**config.mk**
```make
export PLATFORM = sky130hd
export DESIGN_NAME = alu_issue_queue
export DESIGN_NICKNAME = d
export VERILOG_FILES = /design/src/rtl/alu_pkg.sv /design/src/rtl/alu_issue_fifo.sv /design/src/rtl/alu_issue_queue.sv
export SDC_FILE = /design/constraint.sdc
export NUM_CORES = 1
export LEC_CHECK = 0
export BUFFER_PORTS_ARGS = -buffer_cell sky130_fd_sc_hd__buf_2
export CAP_MARGIN = 20
export CORE_MARGIN = 2
export CORE_UTILIZATION = 45
export DETAILED_ROUTE_END_ITERATION = 8
export GPL_ROUTABILITY_DRIVEN = 1
export PLACE_DENSITY = 0.68
export SLEW_MARGIN = 20
export SYNTH_ARGS = -nofsm -noshare
export SYNTH_HDL_FRONTEND = slang
export SYNTH_SLANG_ARGS = --single-unit
```
**constraint.sdc**
```tcl
create_clock -name clk -period 7.4 [get_ports clk]
set_input_delay 0.37 -clock clk [delete_from_list [all_inputs] [get_ports clk]]
set_output_delay 0.37 -clock clk [all_outputs]
set_load 0.02 [all_outputs]
```
**src/rtl/alu_pkg.sv**
```systemverilog
// alu_pkg: shared definitions for the ALU issue stage.
//   - 3-bit ALU command encodings (ADD..OR)
//   - default operand/result width and tag width
//   - alu_req_t: one queued request {a, b, cmd, tag} at the default widths
package alu_pkg;

  localparam int unsigned ALU_WIDTH = 32;
  localparam int unsigned ALU_TAGW  = 4;

  localparam logic [2:0] ADD  = 3'd0;
  localparam logic [2:0] SUB  = 3'd1;
  localparam logic [2:0] XOR  = 3'd2;
  localparam logic [2:0] SLT  = 3'd3;
  localparam logic [2:0] AND  = 3'd4;
  localparam logic [2:0] NAND = 3'd5;
  localparam logic [2:0] NOR  = 3'd6;
  localparam logic [2:0] OR   = 3'd7;

  typedef struct packed {
    logic [ALU_WIDTH-1:0] a;
    logic [ALU_WIDTH-1:0] b;
    logic [2:0]           cmd;
    logic [ALU_TAGW-1:0]  tag;
  } alu_req_t;

endpackage

```
**src/rtl/alu_issue_fifo.sv**
```systemverilog
// alu_issue_fifo: request storage for alu_issue_queue.
// Ports:
//   clk, reset     clock, asynchronous active-high reset (clears pointers and count)
//   push_i         request offered; written when ready_o is high
//   ready_o        count < DEPTH, from registered count only
//   data_i         request to store
//   pop_i          remove head entry (ignored while empty)
//   not_empty_o    count > 0
//   head_o         entry at the read pointer (undefined while empty)
// Pointers are log2(DEPTH) bits and wrap naturally; count spans 0..DEPTH.
module alu_issue_fifo
  import alu_pkg::*;
#(
  parameter int unsigned DEPTH = 4,
  parameter type         req_t = alu_req_t
) (
  input  logic clk,
  input  logic reset,
  input  logic push_i,
  output logic ready_o,
  input  req_t data_i,
  input  logic pop_i,
  output logic not_empty_o,
  output req_t head_o
);

  localparam int unsigned PtrW = $clog2(DEPTH);
  localparam int unsigned CntW = PtrW + 1;
  localparam logic [CntW-1:0] DepthCnt = CntW'(DEPTH);

  logic [PtrW-1:0] wptr_d, wptr_q;
  logic [PtrW-1:0] rptr_d, rptr_q;
  logic [CntW-1:0] count_d, count_q;
  logic            push_en, pop_en;

  req_t mem_q [DEPTH];

  // No pass-through when full: ready depends on registered count alone.
  assign ready_o     = count_q < DepthCnt;
  assign not_empty_o = count_q != '0;
  assign push_en     = push_i && ready_o;
  assign pop_en      = pop_i && not_empty_o;
  assign head_o      = mem_q[rptr_q];

  always_comb begin
    wptr_d  = wptr_q;
    rptr_d  = rptr_q;
    count_d = count_q;
    if (push_en) begin
      wptr_d = wptr_q + PtrW'(1);
    end
    if (pop_en) begin
      rptr_d = rptr_q + PtrW'(1);
    end
    unique case ({push_en, pop_en})
      2'b10:   count_d = count_q + CntW'(1);
      2'b01:   count_d = count_q - CntW'(1);
      default: count_d = count_q;
    endcase
  end

  always_ff @(posedge clk or posedge reset) begin
    if (reset) begin
      wptr_q  <= '0;
      rptr_q  <= '0;
      count_q <= '0;
    end else begin
      wptr_q  <= wptr_d;
      rptr_q  <= rptr_d;
      count_q <= count_d;
    end
  end

  // Storage is not reset; entries are only observed while count > 0.
  always_ff @(posedge clk) begin
    if (push_en) begin
      mem_q[wptr_q] <= data_i;
    end
  end

endmodule

```
**src/rtl/alu_issue_queue.sv**
```systemverilog
// alu_issue_queue: operand issue stage in front of a 32-bit combinational ALU.
// Requests {a, b, cmd, tag} are queued in alu_issue_fifo; the head entry drives the
// ALU from registered state, and the ALU result, flags and head tag are captured into an
// output register with its own valid/ready handshake. One operation per cycle.
// Ports:
//   clk, reset                  clock, asynchronous active-high reset
//   in_valid/in_ready           request handshake; in_a, in_b, in_cmd, in_tag payload
//   alu_operandA/B, alu_command drive to ALU (zeros/ADD while queue is empty)
//   alu_result, alu_carryout, alu_zero, alu_overflow   from ALU
//   out_valid/out_ready         response handshake
//   out_result, out_carryout, out_zero, out_overflow, out_tag   captured response
//   sticky_ovf, sticky_clr      sticky overflow flag and its synchronous clear
// Build option ALU_ISSUE_STICKY_OVF_EN: when defined, sticky_ovf sets on any capture with
// alu_overflow=1 and clears on sticky_clr (clear wins). When undefined, sticky_ovf is 0.
module alu_issue_queue
  import alu_pkg::*;
#(
  parameter int unsigned WIDTH = ALU_WIDTH,
  parameter int unsigned DEPTH = 4,
  parameter int unsigned TAGW  = ALU_TAGW
) (
  input  logic             clk,
  input  logic             reset,
  input  logic             in_valid,
  output logic             in_ready,
  input  logic [WIDTH-1:0] in_a,
  input  logic [WIDTH-1:0] in_b,
  input  logic [2:0]       in_cmd,
  input  logic [TAGW-1:0]  in_tag,
  output logic [WIDTH-1:0] alu_operandA,
  output logic [WIDTH-1:0] alu_operandB,
  output logic [2:0]       alu_command,
  input  logic [WIDTH-1:0] alu_result,
  input  logic             alu_carryout,
  input  logic             alu_zero,
  input  logic             alu_overflow,
  output logic             out_valid,
  input  logic             out_ready,
  output logic [WIDTH-1:0] out_result,
  output logic             out_carryout,
  output logic             out_zero,
  output logic             out_overflow,
  output logic [TAGW-1:0]  out_tag,
  output logic             sticky_ovf,
  input  logic             sticky_clr
);

  typedef struct packed {
    logic [WIDTH-1:0] a;
    logic [WIDTH-1:0] b;
    logic [2:0]       cmd;
    logic [TAGW-1:0]  tag;
  } issue_req_t;

  issue_req_t in_req, head;
  logic       not_empty;
  logic       fire;

  logic             out_valid_d, out_valid_q;
  logic [WIDTH-1:0] out_result_d, out_result_q;
  logic             out_carryout_d, out_carryout_q;
  logic             out_zero_d, out_zero_q;
  logic             out_overflow_d, out_overflow_q;
  logic [TAGW-1:0]  out_tag_d, out_tag_q;

  assign in_req = '{a: in_a, b: in_b, cmd: in_cmd, tag: in_tag};

  alu_issue_fifo #(
    .DEPTH (DEPTH),
    .req_t (issue_req_t)
  ) u_fifo (
    .clk         (clk),
    .reset       (reset),
    .push_i      (in_valid),
    .ready_o     (in_ready),
    .data_i      (in_req),
    .pop_i       (fire),
    .not_empty_o (not_empty),
    .head_o      (head)
  );

  // Output register is free if empty or being drained this cycle.
  assign fire = not_empty && (!out_valid_q || out_ready);

  always_comb begin
    alu_operandA = '0;
    alu_operandB = '0;
    alu_command  = ADD;
    if (not_empty) begin
      alu_operandA = head.a;
      alu_operandB = head.b;
      alu_command  = head.cmd;
    end
  end

  always_comb begin
    out_valid_d    = out_valid_q;
    out_result_d   = out_result_q;
    out_carryout_d = out_carryout_q;
    out_zero_d     = out_zero_q;
    out_overflow_d = out_overflow_q;
    out_tag_d      = out_tag_q;
    if (fire) begin
      out_valid_d    = 1'b1;
      out_result_d   = alu_result;
      out_carryout_d = alu_carryout;
      out_zero_d     = alu_zero;
      out_overflow_d = alu_overflow;
      out_tag_d      = head.tag;
    end else if (out_ready) begin
      out_valid_d = 1'b0;
    end
  end

  always_ff @(posedge clk or posedge reset) begin
    if (reset) begin
      out_valid_q    <= 1'b0;
      out_result_q   <= '0;
      out_carryout_q <= 1'b0;
      out_zero_q     <= 1'b0;
      out_overflow_q <= 1'b0;
      out_tag_q      <= '0;
    end else begin
      out_valid_q    <= out_valid_d;
      out_result_q   <= out_result_d;
      out_carryout_q <= out_carryout_d;
      out_zero_q     <= out_zero_d;
      out_overflow_q <= out_overflow_d;
      out_tag_q      <= out_tag_d;
    end
  end

  assign out_valid    = out_valid_q;
  assign out_result   = out_result_q;
  assign out_carryout = out_carryout_q;
  assign out_zero     = out_zero_q;
  assign out_overflow = out_overflow_q;
  assign out_tag      = out_tag_q;

`ifdef ALU_ISSUE_STICKY_OVF_EN
  logic sticky_ovf_d, sticky_ovf_q;

  always_comb begin
    sticky_ovf_d = sticky_ovf_q;
    if (fire && alu_overflow) begin
      sticky_ovf_d = 1'b1;
    end
    // Clear takes priority over a same-cycle set.
    if (sticky_clr) begin
      sticky_ovf_d = 1'b0;
    end
  end

  always_ff @(posedge clk or posedge reset) begin
    if (reset) begin
      sticky_ovf_q <= 1'b0;
    end else begin
      sticky_ovf_q <= sticky_ovf_d;
    end
  end

  assign sticky_ovf = sticky_ovf_q;
`else
  logic unused_sticky_clr;

  assign unused_sticky_clr = sticky_clr;
  assign sticky_ovf        = 1'b0;
`endif

endmodule

```
==> results.md, run 1 <==
- Status: finished, final reports clean
- Area of the core region: 0.0277 mm^2
- Path class of the lowest-slack min-delay path: in -> async
- Number of sinks handled by clock tree synthesis: 331
- Estimated wirelength of the detail-placed design: 13,900 um
- Remaining DRCs: 0
- Number of synthesized flops with an enable pin: 284
- Timing-limited maximum frequency: 285 MHz
- Arr. time, crit path: 3140 ps
- Via count of the first global-routing pass: 6,211
- Number of port buffers: 217
- Simple-gate area share of the yosys netlist: 3.90%
- Die span in y: 171 um
- Global-route wire length before repair: 35,300 um
- Required time of the critical path: 7030 ps
- Synthesized-area fraction occupied by ao, oa, aoi and oai cells: 0.109%
- Synth area leaders: sky130_fd_sc_hd__edfxtp_1 68%, sky130_fd_sc_hd__mux4_2 13%, sky130_fd_sc_hd__dfrtp_1 9.3%
- Worst setup startpoint: u_fifo.rptr_q[0]
- Worst Max-Slew Pin Slew: 928 ps
- Worst reg2reg startpoint: u_fifo.count_q[2]
- Post-synthesis instance area: 0.0126 mm^2
- Number of unique standard cell types used by synthesis: 28
- NumNets Final: 924
- Initial core utilization: 45.5%
- Critical register-to-register path endpoint: u_fifo.mem_q[0][44]
- Detail Route Antenna Nets: 0
- Category of the worst setup path capture point: output pin
- Average footprint of a synthesized cell: 22.0 um^2
- X dimension of the die: 171 um
- Most frequent cells after synthesis: 284 x sky130_fd_sc_hd__edfxtp_1, 70 x sky130_fd_sc_hd__mux4_2, 68 x sky130_fd_sc_hd__nor2b_1
- Peak supply drop: 0.244 mV
- Number of core rows: 61
- Number of hold violations in the final report: 0
- 1st-pass router iterations: 6
- Layer with the highest usage: met2
- Clock tree skew after final layout: 15.5 ps
- Post-synthesis sequential element count: 331
- Cell count of the worst reg-to-reg path: 3
- Worst setup endpoint: alu_operandA[12]
- Source-to-sink clock delay at the later pin of the worst-skew pair: 510 ps
- Placed cell area: 0.0141 mm^2
- Die Footprint: 0.0294 mm^2
- H-tree depth reported by CTS: 2
- Share of synthesized area occupied by flip-flops and latches: 76.9%
- Worst-case register-to-register setup slack: 4850 ps
- Share of final-layout standard cells stronger than drive strength 1: 47.1%
- Number of buffers added by the clock tree synthesis step: 36
- Time the final worst path needs with I/O delays and setup: 3510 ps
- Fin. max-slew vios: 0
- Startpoint kind of the worst setup timing path: flip-flop
- Crit path kind: reg -> out
- Worst-path clk slew: 60 ps
- Post-Syn Instances: 573
- Dominant cell by count in the synthesized netlist: sky130_fd_sc_hd__edfxtp_1
- Cell type with the largest total area after synthesis: sky130_fd_sc_hd__edfxtp_1
- Setup repair after global routing missed its margin: false
- Total via count in the routed design: 6,070
- Global-route usage over all layers: 16.0%
- Leakage power summed over all cells: 5.52 nW
- Adder and majority cell fraction of the synthesized area: 0.655%
- Post-layout worst setup margin: 3890 ps
- I/O pin cnt: 220
- Setup repair bufs after CTS: 0
- Top flip-flop cell by instance count after synthesis: sky130_fd_sc_hd__edfxtp_1
- Global-route met2 utilization: 27.0%
- Detailed router's first-iteration violation count: 287
- Final setup violation count: 0
- Largest buffer count on any clock path: 3
- Post-CTS resize count: 0
- Root Buffer: sky130_fd_sc_hd__clkbuf_16
- Yosys top cell area share: 67.6%
- Number of hold-repair buffers added at the cts stage: 0
- Critical-path maximum fanout: 45
- Maximum number of pins on one net before global-route repair: 70
- Clock tree from TritonCTS: built
- Mux share of post-synthesis cell area: 16.3%
- Final TNS setup: 0 ps
- Routed wire length per instance: 19.4 um
- Met3 usage: 4.69%
- Syn-to-layout area delta: 20.7%
- Headroom to the max-slew limit: 38.1%
- Async set or reset register ratio after synthesis: 14.2%
- Sum of overflow across all layers after global routing: 0
- Via density: 5.00
- Nets in the synthesized netlist: 690
- Routability-driven placement congestion ratio: 0.679
- Pwr Density: 417 mW/mm^2
- Area share of xor/xnor cells in the synthesized design: 0.417%
- Initial antenna violation count: 1
- Met1 GRT Util: 20.1%
- Largest family of logic cells by synthesized area: multiplexers
- Ratio of final minimum period to clock period: 47.4%
- Max cap viols: 0
- Pre-CTS WS: 4220 ps
- Final standard cell area without fillers: 0.0152 mm^2
- Routed Wire Length: 23,600 um
- Fin util: 54.9%
- Number of warnings reported in the yosys synthesis log: 0
## metal layers
metal,wire [um],up-vias
li1,-,2749
met5,0,-
met4,510,0
met3,1690,38
met1,9860,3088
met2,11600,195
## cell type report
type	count	area, um^2
Clock buffer	48	977
Sequential cell	331	9710
Antenna cell	2	5.00
Tap cell	378	473
Inverter	9	35.0
Timing Repair Buffer	225	1150
Multi-Input combinational cell	204	2720
Clock inverter	18	154
Fill cell	2166	12500
## critical path, stage by stage, from the launching register on
cell and delay [ps]:
sky130_fd_sc_hd__dfrtp_4 810, sky130_fd_sc_hd__buf_4 830, sky130_fd_sc_hd__mux4_2 610, sky130_fd_sc_hd__nor2b_1 170
sky130_fd_sc_hd__buf_2 210
## through the flow
step | instances | total power, mW | hold slack (ps)
5_1_grt | 1213 | 6.68 | 51.8
2_1_floorplan | 573 | 4.08 | 469
3_5_place_dp | 1147 | 4.74 | 489
6_report | 1215 | 6.35 | 8.95
3_3_place_gp | 1147 | 4.73 | 475
4_1_cts | 1213 | 6.45 | 51.1
## where the power goes
group	switching, mW	total, mW	internal, mW
combinational	1.20	2.10	0.901
sequential	0.173	2.55	2.38
clock	0.694	1.70	1.01
total	2.07	6.35	4.28
## cells in the final DEF (no fill, tap or decap), types with 3 or more instances in the layout
| cell | n |
|---|---|
| sky130_fd_sc_hd__clkinvlp_4 | 3 |
| sky130_fd_sc_hd__clkinv_1 | 4 |
| sky130_fd_sc_hd__buf_4 | 8 |
| sky130_fd_sc_hd__clkbuf_16 | 37 |
| sky130_fd_sc_hd__and2_4 | 4 |
| sky130_fd_sc_hd__mux2_2 | 36 |
| sky130_fd_sc_hd__inv_6 | 3 |
| sky130_fd_sc_hd__dfrtp_1 | 45 |
| sky130_fd_sc_hd__mux4_2 | 70 |
| sky130_fd_sc_hd__ha_1 | 5 |
| sky130_fd_sc_hd__clkinv_2 | 7 |
| sky130_fd_sc_hd__clkbuf_1 | 10 |
| sky130_fd_sc_hd__edfxtp_1 | 284 |
| sky130_fd_sc_hd__nor2b_1 | 68 |
| sky130_fd_sc_hd__buf_2 | 217 |
| sky130_fd_sc_hd__xnor2_1 | 4 |
| sky130_fd_sc_hd__inv_1 | 8 |
## sequential cells by signal (all words and copies together), names as in the netlist
signal	count
out_zero	1
out_overflow	1
u_fifo.count_q	3
out_valid	1
u_fifo.mem_q	284
out_tag	4
u_fifo.rptr_q	2
u_fifo.wptr_q	2
out_carryout	1
out_result	32
## cells by family after synthesis
family	Yosys count
muxes	111
buffers and inverters	38
DFF	331
other	1
AOI/OAI and AO/OA	2
and+or+nand+nor	78
adders and majority gates	6
xor gates and xnor gates	6
## worst min path at each step
stage | start | to | slack (ps)
finish | reset | out_result[7] | 9
CTS | in_a[11] | u_fifo.mem_q[3][50] | 50
detailed placement | out_result[27] | out_result[27] | 490
global placement | out_result[27] | out_result[27] | 480
global route | in_a[11] | u_fifo.mem_q[2][50] | 50
floorplan | in_tag[0] | u_fifo.mem_q[0][0] | 470
Power figures use the tool's default switching activity.
==> run 2, diff against run 1 <==
==> constraint.sdc (replaced) <==
create_clock -name clk -period 3.43 [get_ports clk]
set_input_delay 0.1715 -clock clk [delete_from_list [all_inputs] [get_ports clk]]
set_output_delay 0.1715 -clock clk [all_outputs]
set_load 0.02 [all_outputs]
==> results.md, run 2 (synthesis results as in run 1) <==
- Detail Route Antenna Nets: 0
- Final TNS setup: 0 ps
- Global-route wire length before repair: 39,000 um
- Leakage power summed over all cells: 6.04 nW
- I/O pin cnt: 220
- Worst-path clk slew: 60 ps
- Syn-to-layout area delta: 30.6%
- Category of the worst setup path capture point: output pin
- Via count of the first global-routing pass: 7,172
- Number of port buffers: 217
- Area of the core region: 0.0277 mm^2
- Startpoint kind of the worst setup timing path: flip-flop
- Number of buffers added by the clock tree synthesis step: 36
- Share of final-layout standard cells stronger than drive strength 1: 41.8%
- Ratio of final minimum period to clock period: 78.4%
- Met3 usage: 4.81%
- Clock tree from TritonCTS: built
- Path class of the lowest-slack min-delay path: in -> reg
- Max cap viols: 0
- Required time of the critical path: 3260 ps
- Status: finished, final reports clean
- Source-to-sink clock delay at the later pin of the worst-skew pair: 500 ps
- Clock tree skew after final layout: 13.0 ps
- Leading cell types in the layout, fill and taps excluded: 284 x sky130_fd_sc_hd__edfxtp_1, 217 x sky130_fd_sc_hd__buf_2, 108 x sky130_fd_sc_hd__dlygate4sd3_1
- Pre-CTS WS: 1150 ps
- Worst-case hold slack: 173 ps
- Timing-limited maximum frequency: 372 MHz
- Highest cell delay on the worst timing path: 780 ps
- Routed Wire Length: 25,800 um
- Estimated wirelength of the detail-placed design: 14,100 um
- X dimension of the die: 171 um
- Root Buffer: sky130_fd_sc_hd__clkbuf_16
- Number of antenna cells inserted: 0
- Remaining DRCs: 0
- Peak supply drop: 0.577 mV
- Final setup violation count: 0
- Power after layout: 14.1 mW
- Crit path kind: reg -> out
- Time the final worst path needs with I/O delays and setup: 2690 ps
- Setup repair bufs after CTS: 0
- Via density: 5.00
- Die Footprint: 0.0294 mm^2
- Pwr Density: 857 mW/mm^2
- Critical-path maximum fanout: 33
- Post-layout worst setup margin: 741 ps
- Arr. time, crit path: 2520 ps
- Layer with the highest usage: met2
- Largest buffer count on any clock path: 3
- Setup repair after global routing missed its margin: false
- Number of sinks handled by clock tree synthesis: 331
- Worst Max-Slew Pin Slew: 611 ps
- H-tree depth reported by CTS: 2
- Number of core rows: 61
- Register containing the most flip-flops in the final layout: u_fifo.mem_q
- Initial antenna violation count: 0
- Sum of overflow across all layers after global routing: 0
- 1st-pass router iterations: 4
- Fin util: 59.5%
- Most common cell after layout, fill and taps aside: sky130_fd_sc_hd__edfxtp_1
- Crit-path slowest cell: sky130_fd_sc_hd__dfrtp_4
- Total via count in the routed design: 6,611
- Fin. max-slew vios: 0
- Global-route usage over all layers: 17.6%
- Routability-driven placement congestion ratio: 0.681
- Global-route met2 utilization: 30.5%
- Headroom to the max-slew limit: 59.2%
- Initial core utilization: 45.5%
- Routed wire length per instance: 19.5 um
- NumNets Final: 1,035
- Number of flip-flops in the largest register: 284
- Number of hold violations in the final report: 0
- Maximum number of pins on one net before global-route repair: 70
- Detailed router's first-iteration violation count: 356
- Die span in y: 171 um
- Critical Path, Cell by Cell: buf_12 > mux4_2 > nor2b_1 > buf_2
- Met1 GRT Util: 21.5%
==> run 2: path summary, 6_finish.rpt <==
| check | startpoint | cells after the start | end | slack (ps) |
|---|---|---|---|---|
| max | u_fifo.rptr_q[0] | 4 | alu_operandB[11] | 740 |
| min | in_valid | 3 | u_fifo.wptr_q[0] | 170 |
| max reg2reg | u_fifo.count_q[2] | 3 | u_fifo.mem_q[1][49] | 1220 |
| min reg2reg | out_overflow | 1 | out_overflow | 500 |
| max in group asynchronous | reset | 4 | u_fifo.rptr_q[0] | 2680 |
| min in group asynchronous | reset | 3 | out_result[19] | 230 |
==> run 2: what timing repair did <==
action	in CTS	in global routing
hold endpoints to repair	367	0
hold buffers	108	0
endpoints found under the setup margin	0	0
resized for setup	0	0
==> run 2: layout make-up <==
| cell class | instances | area (um^2) |
|---|---|---|
| clock buffer | 47 | 993 |
| tap | 378 | 473 |
| timing repair buffer | 336 | 2350 |
| multi-input combinational | 204 | 2720 |
| inverter | 9 | 33.8 |
| sequential | 331 | 9710 |
| clock inverter | 18 | 195 |
| fill | 2033 | 11200 |
==> run 2: power breakdown <==
part / switching, mW / internal (mW) / leakage (nW)
clock network: 1.48 / 2.34 / 0.578
registers: 0.395 / 5.13 / 3.12
logic: 2.67 / 2.11 / 2.34
total: 4.54 / 9.58 / 6.04
==> run 2: worst max-delay path: cells and delay by family (launching register included) <==
family	cells	cell delay, ps
buffers and inverters	2	530
and+or+nand+nor	1	160
muxes	1	540
DFF	1	780
==> run 2: layer usage <==
| layer | part of all wire, % | vias to the layer above |
|---|---|---|
| met3 | 6.9 | 42 |
| li1 | - | 2971 |
| met2 | 50 | 219 |
| met1 | 40 | 3379 |
| met4 | 2.2 | 0 |
| met5 | 0 | - |
==> run 2: per-stage QoR <==
stage	cell area [um^2]	instances
3_5_place_dp	14200	1149
4_1_cts	16500	1322
5_1_grt	16500	1323
3_3_place_gp	14200	1149
2_1_floorplan	12600	573
6_report	16500	1323
